File: config.mk
export PLATFORM = sky130hd
export DESIGN_NAME = conv_scheduler
export DESIGN_NICKNAME = d
export VERILOG_FILES = /design/src/rtl/conv_pkg.sv /design/src/rtl/rr_arbiter2.sv /design/src/rtl/conv_scheduler.sv
export SDC_FILE = /design/constraint.sdc
export NUM_CORES = 1
export LEC_CHECK = 0
export BUFFER_PORTS_ARGS = -buffer_cell sky130_fd_sc_hd__buf_2
export CELL_PAD_IN_SITES_DETAIL_PLACEMENT = 1
export CELL_PAD_IN_SITES_GLOBAL_PLACEMENT = 1
export CORE_AREA = 2 2 80 82
export CTS_BUF_LIST = sky130_fd_sc_hd__clkbuf_4
export DETAILED_ROUTE_END_ITERATION = 8
export DIE_AREA = 0 0 82 84
export PLACE_DENSITY = 0.82
export SLEW_MARGIN = 20
export SYNTH_ARGS = -nofsm -noshare
export SYNTH_HDL_FRONTEND = slang
export SYNTH_SLANG_ARGS = --single-unit
export TNS_END_PERCENT = 20
File: constraint.sdc
create_clock -name clk -period 2 [get_ports clk]
set_input_delay 0.4 -clock clk [delete_from_list [all_inputs] [get_ports clk]]
set_output_delay 0.4 -clock clk [all_outputs]
set_load 0.1 [all_outputs]
File: src/rtl/conv_pkg.sv
// Shared FSM state encoding and datapath widths for the convolution scheduler.
package conv_pkg;

  localparam int PIXEL_W  = 8;
  localparam int RESULT_W = 22;

  typedef enum logic [2:0] {
    S_IDLE,
    S_START,
    S_STREAM,
    S_DRAIN,
    S_DONE
  } state_t;

endpackage

File: src/rtl/rr_arbiter2.sv
// Two-way round-robin arbiter: combinational grant while enabled, pointer moves on each grant.
// Zero latency; the requester not served last wins a tie, requester 0 after reset.
module rr_arbiter2 (
  input  logic       clk,
  input  logic       rst,
  input  logic       arb_en,
  input  logic [1:0] req,
  output logic [1:0] gnt
);

  logic prio_one;  // 1: requester 1 wins a simultaneous request

  always_comb begin
    gnt = 2'b00;
    if (arb_en) begin
      if (prio_one) gnt = req[1] ? 2'b10 : {1'b0, req[0]};
      else          gnt = req[0] ? 2'b01 : {req[1], 1'b0};
    end
  end

  always_ff @(posedge clk or negedge rst) begin
    if (!rst)        prio_one <= 1'b0;
    else if (gnt[0]) prio_one <= 1'b1;
    else if (gnt[1]) prio_one <= 1'b0;
  end

endmodule

File: src/rtl/conv_scheduler.sv
// Grants the convolution engine to one of two requesters per frame, streams its pixels and qualifies results.
// Pixels pass through combinationally; results are qualified by a 5-cycle mask and have no backpressure.
module conv_scheduler
  import conv_pkg::*;
#(
  parameter  int IMG_SIZE = 32,
  localparam int N_OUT    = (IMG_SIZE - 2) * (IMG_SIZE - 2)
) (
  input  logic                       clk,
  input  logic                       rst,
  input  logic [1:0]                 req,
  output logic [1:0]                 grant,
  input  logic [1:0]                 src_valid,
  input  logic [PIXEL_W-1:0]         src_pixel0,
  input  logic [PIXEL_W-1:0]         src_pixel1,
  output logic [1:0]                 src_ready,
  output logic                       eng_start,
  output logic [PIXEL_W-1:0]         eng_pixel,
  output logic                       eng_pixel_valid,
  input  logic signed [RESULT_W-1:0] eng_result,
  input  logic                       eng_result_valid,
  input  logic                       eng_done,
  output logic                       out_valid,
  output logic signed [RESULT_W-1:0] out_data,
  output logic                       out_id,
  output logic                       out_last,
  output logic                       busy
);

  localparam int XW = (IMG_SIZE > 2) ? $clog2(IMG_SIZE) : 1;
  localparam int CW = $clog2(N_OUT + 1);
  localparam logic [XW-1:0] X_MAX    = XW'(IMG_SIZE - 1);
  localparam logic [XW-1:0] X_WIN    = XW'(2);
  localparam logic [CW-1:0] CNT_FULL = CW'(N_OUT);
  localparam logic [CW-1:0] CNT_LAST = CW'(N_OUT - 1);

  state_t          state, state_nxt;
  logic [XW-1:0]   px_x, px_y;
  logic [CW-1:0]   res_cnt;
  logic [4:0]      mask;
  logic            mask_in;
  logic            arm;
  logic            done_seen;
  logic            arb_en;
  logic [1:0]      arb_gnt;
  logic            last_px;

  assign arb_en  = (state == S_IDLE) && arm;
  assign last_px = (px_x == X_MAX) && (px_y == X_MAX);
  // Pre-increment position: only pixels completing a full 3x3 window yield a result.
  assign mask_in = eng_pixel_valid && (px_x >= X_WIN) && (px_y >= X_WIN);

  rr_arbiter2 u_arb (
    .clk    (clk),
    .rst    (rst),
    .arb_en (arb_en),
    .req    (req),
    .gnt    (arb_gnt)
  );

  always_ff @(posedge clk or negedge rst) begin
    if (!rst) state <= S_IDLE;
    else      state <= state_nxt;
  end

  always_comb begin
    state_nxt = state;
    case (state)
      S_IDLE:   if (arb_gnt != 2'b00) state_nxt = S_START;
      S_START:  state_nxt = S_STREAM;
      S_STREAM: if (eng_pixel_valid && last_px) state_nxt = S_DRAIN;
      S_DRAIN:  if (res_cnt == CNT_FULL) state_nxt = S_DONE;
      S_DONE:   state_nxt = S_IDLE;
      default:  state_nxt = S_IDLE;
    endcase
  end

  always_comb begin
    eng_start       = (state == S_START);
    busy            = (state != S_IDLE);
    src_ready       = (state == S_STREAM) ? grant : 2'b00;
    eng_pixel_valid = (state == S_STREAM) && src_valid[out_id];
    eng_pixel       = (state == S_STREAM) ? (out_id ? src_pixel1 : src_pixel0) : '0;
    out_valid       = eng_result_valid && mask[4] && busy;
    out_data        = eng_result;
    out_last        = out_valid && (res_cnt == CNT_LAST);
  end

  // Holds off the first grant until the second edge after reset release.
  always_ff @(posedge clk or negedge rst) begin
    if (!rst) arm <= 1'b0;
    else      arm <= 1'b1;
  end

  always_ff @(posedge clk or negedge rst) begin
    if (!rst) begin
      grant  <= 2'b00;
      out_id <= 1'b0;
    end else if (arb_gnt != 2'b00) begin
      grant  <= arb_gnt;
      out_id <= arb_gnt[1];
    end else if (state == S_DONE) begin
      grant  <= 2'b00;
    end
  end

  always_ff @(posedge clk or negedge rst) begin
    if (!rst) begin
      px_x <= '0;
      px_y <= '0;
    end else if (state == S_START) begin
      px_x <= '0;
      px_y <= '0;
    end else if (eng_pixel_valid) begin
      if (px_x == X_MAX) begin
        px_x <= '0;
        px_y <= px_y + XW'(1);
      end else begin
        px_x <= px_x + XW'(1);
      end
    end
  end

  always_ff @(posedge clk or negedge rst) begin
    if (!rst) begin
      res_cnt   <= '0;
      mask      <= '0;
      done_seen <= 1'b0;
    end else begin
      mask <= {mask[3:0], mask_in};
      if (state == S_START)  res_cnt <= '0;
      else if (out_valid)    res_cnt <= res_cnt + CW'(1);
      if (state == S_START)  done_seen <= 1'b0;
      else if (eng_done)     done_seen <= 1'b1;
    end
  end

  // End-of-frame from the engine is informational; it must never precede a qualified result.
  always_ff @(posedge clk) begin
    if (rst && out_valid) assert (!done_seen);
  end

endmodule

# [Yosys cells after proc, flatten, opt, wreduce, memory -nomap -nowiden]
# Index checks and enable logic that the tools add are counted.
[word_totals] elab_cells=69 ff_bits=33 out_inout_bits=40
[classes] n_reduce_logical=18 addsub=3 n_eq_ne=11 n_mux=25 n_lt_le_gt_ge=3
[op_table] op="$mux W5" n=6
[op_table] op="$eq A10 B10 Y1 const B" n=2
[op_table] op="$mux W10" n=2
[op_table] op="$mux W8" n=2
[op_table] op="$mux W2" n=7
[op_table] op="$pmux W3 S4" n=1
[op_table] op="$add A10 B1 Y10 const B" n=1
[op_table] op="$add A5 B1 Y5 const B" n=2
[op_table] op="$eq A5 B5 Y1 const B" n=2
[op_table] op="$ge A5 B2 Y1 const B" n=2
[op_table] op="$reduce_bool A2 Y1" n=5
[op_table] op="$logic_and A1 B1 Y1" n=9
[op_table] op="$mux W3" n=3
[op_table] op="$eq A3 B2 Y1 const B" n=2
[op_table] op="$mux W1" n=4
[op_table] op="$ne A2 B2 Y1 const B" n=2
[op_table] op="$eq A3 B1 Y1 const B" n=1
[op_table] op="$eq A3 B3 Y1 const B" n=1
[op_table] op="$logic_not A3 Y1" n=1
[op_table] op="$reduce_and A3 Y1" n=1
[op_table] op="$reduce_bool A3 Y1" n=1
[op_table] op="$lt A1 B2 Y1 const B" n=1
[op_table] op="$ne A2 B1 Y1 const B" n=1
[op_table] op="$reduce_and A2 Y1" n=1

# [Logic depth before layout (Yosys ltp)]
# Gate-level depths: netlist of run 1.
[depth] depth_word=6 depth_mapped=6 depth_no_buf=6

# [Hierarchy]
# A second synthesis of run 1 with hierarchy kept.
[unflattened] hier_cells=214 hier_area_um2=2100.8
[modules_own_cells] module="conv_scheduler" seq_area_each_um2=800.8 cells_each=206 n_inst=1 area_per_inst_um2=2039.5
[modules_own_cells] module="rr_arbiter2" seq_area_each_um2=25.0 cells_each=8 n_inst=1 area_per_inst_um2=61.3

# [Worst setup path after synthesis of run 1]
# OpenSTA, ideal clock, no wires.
[synth_path] kind="in2out" from="input eng_result_valid" to="output out_last" setup_slack_ns=-2.843 t_arrival_ns=4.443 cell_stages=5 path_buffers=1 cell_sequence="o311ai_1 buf_2 inv_1 nand2_1 nor4_1"
[synth_via] elab_chain_cells=3
[synth_lines] item="start, declared" line="conv_scheduler.sv:21" source="input logic eng_result_valid,"
[synth_lines] item="$logic_and A1 B1 Y1 (2 in series)" line="conv_scheduler.sv:84" source="out_valid = eng_result_valid && mask[4] && busy;"
[synth_lines] item="via out_valid" line="conv_scheduler.sv:23" source="output logic out_valid,"
[synth_lines] item="$logic_and A1 B1 Y1" line="conv_scheduler.sv:86" source="out_last = out_valid && (res_cnt == CNT_LAST);"
[synth_lines] item="end, declared" line="conv_scheduler.sv:26" source="output logic out_last,"
# The timed path passes the listed nets, and every way through them passes these cells.

# [Final worst setup path of run 1]
[layout_path] from="register res_cnt[5]" to="output out_last"
[layout_via] elab_chain_cells=2
[layout_lines] item="start, declared" line="conv_scheduler.sv:39" source="logic [CW-1:0] res_cnt;"
[layout_lines] item="start signal, assigned" line="conv_scheduler.sv:132" source="else if (out_valid) res_cnt <= res_cnt + CW'(1);"
[layout_lines] item="$eq A10 B10 Y1" line="conv_scheduler.sv:86"
[layout_lines] item="$logic_and A1 B1 Y1" line="conv_scheduler.sv:86"
# No other way between the ends.

==> reports/qor.txt, run 1 <==
drt initial violations: 91
vias: 1799
pin count of the biggest net entering global routing: 24
Leak: 1.174 nW
cts hold-fix bufs: 0
critical path type: flip-flop to output pin
initial antenna violation count: 0
sequential power share: 51.3%
Residual DRC: 0
Hold Crit Class: primary input to asynchronous set/reset pin
max-slew violations: 0
crit path DAT: 1.80 ns
top-count cell post-synth: dfrtp_1
vias in the first global route: 1992
Synth Flop Type: dfrtp_1
Die H: 84 microns
proportion of synthesized chip area in sequential cells: 40.84%
remaining antenna violation count: 0
EDFF count, synth: 0
RePlAce Congestion: 0.7556
n_diodes: 0
GRT Residual Overflow: 0
Gate power share: 23.0%
nets: 312
root buf cell: clkbuf_4
Clk Latency, worst-skew pair: 0.34 ns
Area after DPL: 0.002527 sq mm
post-synthesis register bit count: 33
outcome: finished with violations
# clock sinks: 33
Req. time, crit path: 1.60 ns
Clock power frac: 25.7%
VDD IR max: 0.2668 mV
Syn Area/Cell: 9.318 sq um
FMAX: 0.4554 GHz
area grow syn2layout: 36.26%
unrepaired setup endpoints after global routing: yes
post-route insts no fill: 336
period utilisation layout: 109.8%
fin worst setup slack: -0.1959 ns
Netlist cell types: 38
GRT Resource Usage Total: 18.44%
CP max FO: 2
synthesized netlist cell count: 217
Power Dens Cells: 542.2 mW/mm^2
# Max-Cap Violations: 0
cell area after layout: 0.002755 sq mm
Vias/cell: 5.354
failing checks: setup timing
1st-pass router iterations: 4
crit path time final: 2.196 ns
first-pass GRT wire length: 9646 microns
Layout Skew: 0.008972 ns
CTS tree: yes
Pint: 1.007 mW
Sw Share: 32.56%
DP Worst Slack: 0.07545 ns
placed cells: 322
Detailed Route WL: 6149 microns
io pins: 86
element type at the critical path end: output pin
CTS H-tree lvls: 2
Port Buf Inserts: 40
Detailed Place HPWL: 4190 microns
DR WL/cell: 18.30 microns
Synth area leaders: dfrtp_1 41%, buf_4 8.2%, mux2i_1 6.4%
share of the synthesized area in the top cell type: 40.84%
Final Hold Fails: 0
Max-slew headroom: 63.85%
Worst Reg-to-Reg Cells: 5
CTS Buffer Depth: 2
total CTS buffers: 5
Sw Pwr: 0.4864 mW
Chip Width: 82 microns
Reg clk slew, reported paths: 0.11 ns
# setup viols final: 11
initial cell density of the core: 33.17%
die footprint: 0.006888 sq mm
core region area: 0.006096 sq mm
Post-Syn Nets: 271
total power: 1.494 mW
Post-Synthesis Cell Area: 0.002022 sq mm
CP Launch Type: flip-flop
worst-margin pin slew: 0.5374 ns
post-synth top area cell: dfrtp_1
std cell rows: 29
Yosys warning count: 0
synth cell count leaders: 33 x dfrtp_1, 22 x buf_4, 16 x nand2_1
fraction of layout cells with a size suffix above 1: 39.77%
async set-or-reset flop fraction in the synthesized netlist: 100.0%
metal layers:
metal / wire length [microns] / GRT usage, % / vias to the layer above
met5: 0 / 0 / -
met4: 78 / 8.182 / 0
met3: 182 / 4.762 / 8
met2: 3551 / 32.89 / 30
met1: 2337 / 19.84 / 919
li1: - / - / 842
worst max-delay path: stages, from the launching register on:
cell	delay, ns
dfrtp_1	0.40
or4_4	0.57
nor4_4	0.28
buf_12	0.21
power groups by stage:
stage | Sequential (mW) | Combinational (mW) | Clock (mW)
floorplan | 0.767 | 0.394 | 0
global placement | 0.771 | 0.314 | 0
detailed placement | 0.775 | 0.333 | 0
CTS | 0.763 | 0.339 | 0.394
global route | 0.773 | 0.375 | 0.443
finish | 0.767 | 0.343 | 0.384
worst paths after layout:
kind | slack, ns | end | start
setup reg to reg | 0.03 | px_x[0] | state[0]
hold / removal | 0.02 | res_cnt[6] | rst
max in group asynchronous | 1.40 | px_x[3] | rst
min in group clk | 0.33 | u_arb.prio_one | req[1]
setup / recovery | -0.20 | out_last | res_cnt[5]
hold reg to reg | 0.36 | mask[1] | mask[0]
metrics by stage:
stage                     utilization [%]  TNS (ns)  hold slack [ns]
after floorplan                         -    -2.988           0.1044
after global routing                45.20    -1.723          0.02636
after CTS                           44.34    -1.109          0.02463
final                               45.20   -0.8636          0.02390
after global placement              41.46         0           0.3311
after detailed placement            41.46         0           0.3371
area by class of cell:
class                           count  area, sq um
Sequential cell                    33        833.3
Tap cell                           77        96.34
Clock buffer                        6        45.04
Clock inverter                      2        10.01
Inverter                           12        56.30
Fill cell                         682         3341
Multi-Input combinational cell    142         1094
Timing Repair Buffer               64        620.6
timing repair:
action / 4_1_cts / 5_1_grt
endpoints found under the setup margin: 15 / 16
gates resized for setup: 23 / 11
cloned: 0 / 0
buffers inserted: 6 / 0
pin swaps: 9 / 3
kinds of logic after synthesis:
group           Yosys count  share of synthesized area [%]
compound gates           46                          14.23
simple gates             73                          20.73
buf+inv                  42                          12.07
other cells               1                         0.1855
mux                      14                          6.992
flops                    33                          40.84
fa+ha+maj                 8                          4.951
placed cells by master, fill, tap and decap left out, drive strengths merged, types with 4 or more instances in the layout:
master | netlist | routed
nor4 | 4 | 4
o31ai | 9 | 9
o311ai | 4 | 4
ha | 8 | 8
dfrtp | 33 | 33
o211ai | 4 | 4
nand3 | 5 | 5
nand4 | 4 | 4
nand2b | 6 | 6
buf | 25 | 64
mux2i | 13 | 13
nand2 | 16 | 16
o21ai | 11 | 11
nor2 | 13 | 13
clkbuf | 5 | 6
a21oi | 12 | 12
inv | 11 | 10
or4 | 8 | 8
flip-flops by register name (all words and copies together) (netlist names):
| name | cells |
|---|---|
| arm | 1 |
| px_y | 5 |
| out_id | 1 |
| state | 3 |
| res_cnt | 10 |
| grant | 2 |
| mask | 5 |
| px_x | 5 |
| u_arb.prio_one | 1 |
Power figures use the tool's default switching activity.
==> run 2, diff against run 1 <==
- CORE_AREA: 2 2 80 82 -> 2 2 81 83
- DIE_AREA: 0 0 82 84 -> 0 0 83 85
- PLACE_DENSITY: 0.82 -> 0.81
- SYNTH_HIERARCHICAL: not set -> 1
==> reports/qor.txt, run 2 <==
Worst path max stage delay: 0.51 ns (-0.06 ns)
first-pass GRT wire length: 9749 microns (+1.1%)
post-synthesis register bit count: 33 (unchanged)
Syn Area/Cell: 9.817 sq um (+5.4%)
Residual DRC: 0 (unchanged)
multiplexer share of the synthesized area: 9.232% (+2.2 points)
simple-gate share of the synthesized area: 20.85% (+0.12 points)
drt initial violations: 49 (-46%)
most frequent cells in the layout: 28 x dfrtp_1, 25 x buf_2, 19 x buf_4
VDD IR max: 0.9767 mV (+270%)
Worst Reg-to-Reg Cells: 6 (+1)
std cell rows: 29 (unchanged)
DP Worst Slack: 0.05664 ns (-0.01881 ns)
GRT Residual Overflow: 0 (unchanged)
async set-or-reset flop fraction in the synthesized netlist: 100.0% (unchanged)
Synth area leaders: dfrtp_1 39%, buf_4 8.9%, mux2i_1 7.6%
Leak: 1.223 nW (+4.1%)
io pins: 86 (unchanged)
nets: 308 (-1.3%)
commonest non-fill, non-tap cell in the layout: dfrtp_1
vias in the first global route: 1999 (+0.35%)
RePlAce Congestion: 0.7687 (+1.7%)
synth cell count leaders: 33 x dfrtp_1, 25 x buf_4, 17 x nand2_1
GRT Resource Usage Total: 17.22% (-1.2 points)
fin worst setup slack: -0.1013 ns (+0.09458 ns)
Post-Synthesis Cell Area: 0.002101 sq mm (+3.9%)
Sw Pwr: 2.201 mW (+350%)
Vias/cell: 5.222 (-2.5%)
remaining antenna violation count: 0 (unchanged)
Power Dens Cells: 1539 mW/mm^2 (+180%)
crit path DAT: 1.70 ns (-0.10 ns)
post-synth top area cell: dfrtp_1
CTS H-tree lvls: 2 (unchanged)
synthesized netlist cell count: 214 (-1.4%)
top-count cell post-synth: dfrtp_1
critical path type: flip-flop to output pin
CTS tree: yes
failing checks: setup timing
root buf cell: clkbuf_4
element type at the critical path end: output pin
Port Buf Inserts: 40 (unchanged)
core region area: 0.006205 sq mm (+1.8%)
EDFF count, synth: 0 (unchanged)
Layout Skew: 0.02177 ns (+0.01279 ns)
Sw Share: 52.17% (+20 points)
Synth Area in Adders: 4.765% (-0.19 points)
# clock sinks: 33 (unchanged)
Pint: 2.018 mW (+100%)
initial antenna violation count: 0 (unchanged)
XOR/XNOR share of the synthesized area: 0.4169% (+0.42 points)
die footprint: 0.007055 sq mm (+2.4%)
vias: 1739 (-3.3%)
Hold Crit Class: flip-flop to flip-flop
Die H: 85 microns (+1.2%)
CTS Buffer Depth: 2 (unchanged)
Clk Latency, worst-skew pair: 0.36 ns (+0.02 ns)
Synth Flop Type: dfrtp_1
Clock power frac: 9.7% (-16 points)
# Max-Cap Violations: 0 (unchanged)
total power: 4.219 mW (+180%)
crit path time final: 2.101 ns (-0.09458 ns)
unrepaired setup endpoints after global routing: yes
Post-Syn Nets: 268 (-1.1%)
period utilisation layout: 105.1% (-4.7 points)
Yosys warning count: 6 (+6)
max FFs per register: 10 (unchanged)
WHS Path Cells: 0
largest register by flop count: res_cnt
Reg clk slew, reported paths: 0.12 ns (about the same)
share of the synthesized area in the top cell type: 39.31% (-1.5 points)
largest family of logic cells by synthesized area: simple AND/OR/NAND/NOR gates
# setup viols final: 14 (+3)
total CTS buffers: 5 (unchanged)
Detailed Route WL: 5999 microns (-2.4%)
pin count of the biggest net entering global routing: 20 (-17%)
Slowest cell on crit path: dfrtp_2
FMAX: 0.4759 GHz (+4.5%)
DR WL/cell: 18.02 microns (-1.6%)
Chip Width: 83 microns (+1.2%)
area grow syn2layout: 30.49%
1st-pass router iterations: 4 (unchanged)
Netlist cell types: 48 (+26%)
initial cell density of the core: 33.86% (+0.69 points)
Gate power share: 63.0% (+40 points)
proportion of synthesized chip area in sequential cells: 39.31% (-1.5 points)
fraction of layout cells with a size suffix above 1: 40.78% (+1.0 points)
Detailed Place HPWL: 4211 microns (+0.51%)
CP Launch Type: flip-flop
CP cell instances: or3b_4 > nor2_4 > buf_12
Compound-Gate Fraction of Synth Area: 11.38% (-2.9 points)
outcome: finished with violations
sequential power share: 27.4% (-24 points)
CP max FO: 7 (+5)
max-slew violations: 0 (unchanged)
Final Hold Fails: 0 (unchanged)
Req. time, crit path: 1.60 ns (about the same)
run 2: changes by cell type in the layout (fill, tap and decap cells not counted), moves of 4 or more:
cell	previous run	this run
a21oi_1	12	5
o31ai_1	9	4
inv_1	9	13
o21ai_1	5	1
run 2: routing by layer:
metal	vias up	share of wire, %	GRT usage [%]	wire length (microns)
li1	824	-	-	-
met2	39	55	30.65	3320
met3	12	4.0	6.031	242
met4	0	1.6	6.557	95
met1	864	39	18.93	2341
met5	-	0	0	0
run 2: cell families after synthesis:
| group | Yosys count |
|---|---|
| and+or+nand+nor | 76 |
| buffers and inverters | 45 |
| DFF | 33 |
| AOI/OAI and AO/OA | 32 |
| muxes | 18 |
| adders and majority gates | 8 |
| other | 1 |
| xor gates and xnor gates | 1 |
run 2: final timing paths:
check	start	to	slack (ns)
worst max-delay path	state[0]	eng_pixel[5]	-0.10
worst min-delay path	mask[3]	mask[4]	0.34
worst max register to register	state[2]	px_x[2]	0.04
worst min register to register	mask[3]	mask[4]	0.34
max in group asynchronous	rst	px_y[1]	0.91
min in group asynchronous	rst	res_cnt[0]	0.47
run 2: power groups by stage:
stage / combinational (mW) / sequential, mW / clock (mW)
floorplan: 1.85 / 1.23 / 0
global placement: 2.43 / 1.13 / 0
detailed placement: 2.50 / 1.16 / 0
CTS: 2.64 / 1.14 / 0.421
global route: 2.79 / 1.19 / 0.455
finish: 2.66 / 1.15 / 0.408
run 2: per-stage QoR:
stage | cell area, sq um | util [%] | TNS, ns | hold WS (ns) | std cells
6_report | 2741 | 44.18 | -1.127 | 0.3436 | 333
5_1_grt | 2739 | 44.14 | -2.119 | 0.3556 | 332
4_1_cts | 2704 | 43.58 | -1.269 | 0.3173 | 332
3_5_place_dp | 2515 | 40.53 | 0 | 0.3374 | 311
3_3_place_gp | 2515 | 40.53 | 0 | 0.3284 | 311
2_1_floorplan | 2178 | - | -0.5272 | 0.1044 | 214
run 2: repair_timing:
item                       4_1_cts  5_1_grt
hold buffers                     1        0
setup buffers                   11        0
cloned                           1        0
setup endpoints to repair       15       20
gates resized for setup         12        8
pin swaps                       12        1
hold endpoints to repair        14        0
run 2: layout make-up:
cell class	instances	area (sq um)
Sequential cell	33	832.0
Timing Repair Buffer	62	583.1
Fill cell	697	3463
Multi-Input combinational cell	137	1106
Clock inverter	1	7.507
Tap cell	77	96.34
Inverter	15	61.31
Antenna cell	1	2.502
Clock buffer	7	52.55
run 2: worst max-delay path, delay by kind of cell, from the launching register on:
kind | cells | cell delay (ns)
flops | 1 | 0.51
buf+inv | 1 | 0.18
simple gates | 2 | 0.65
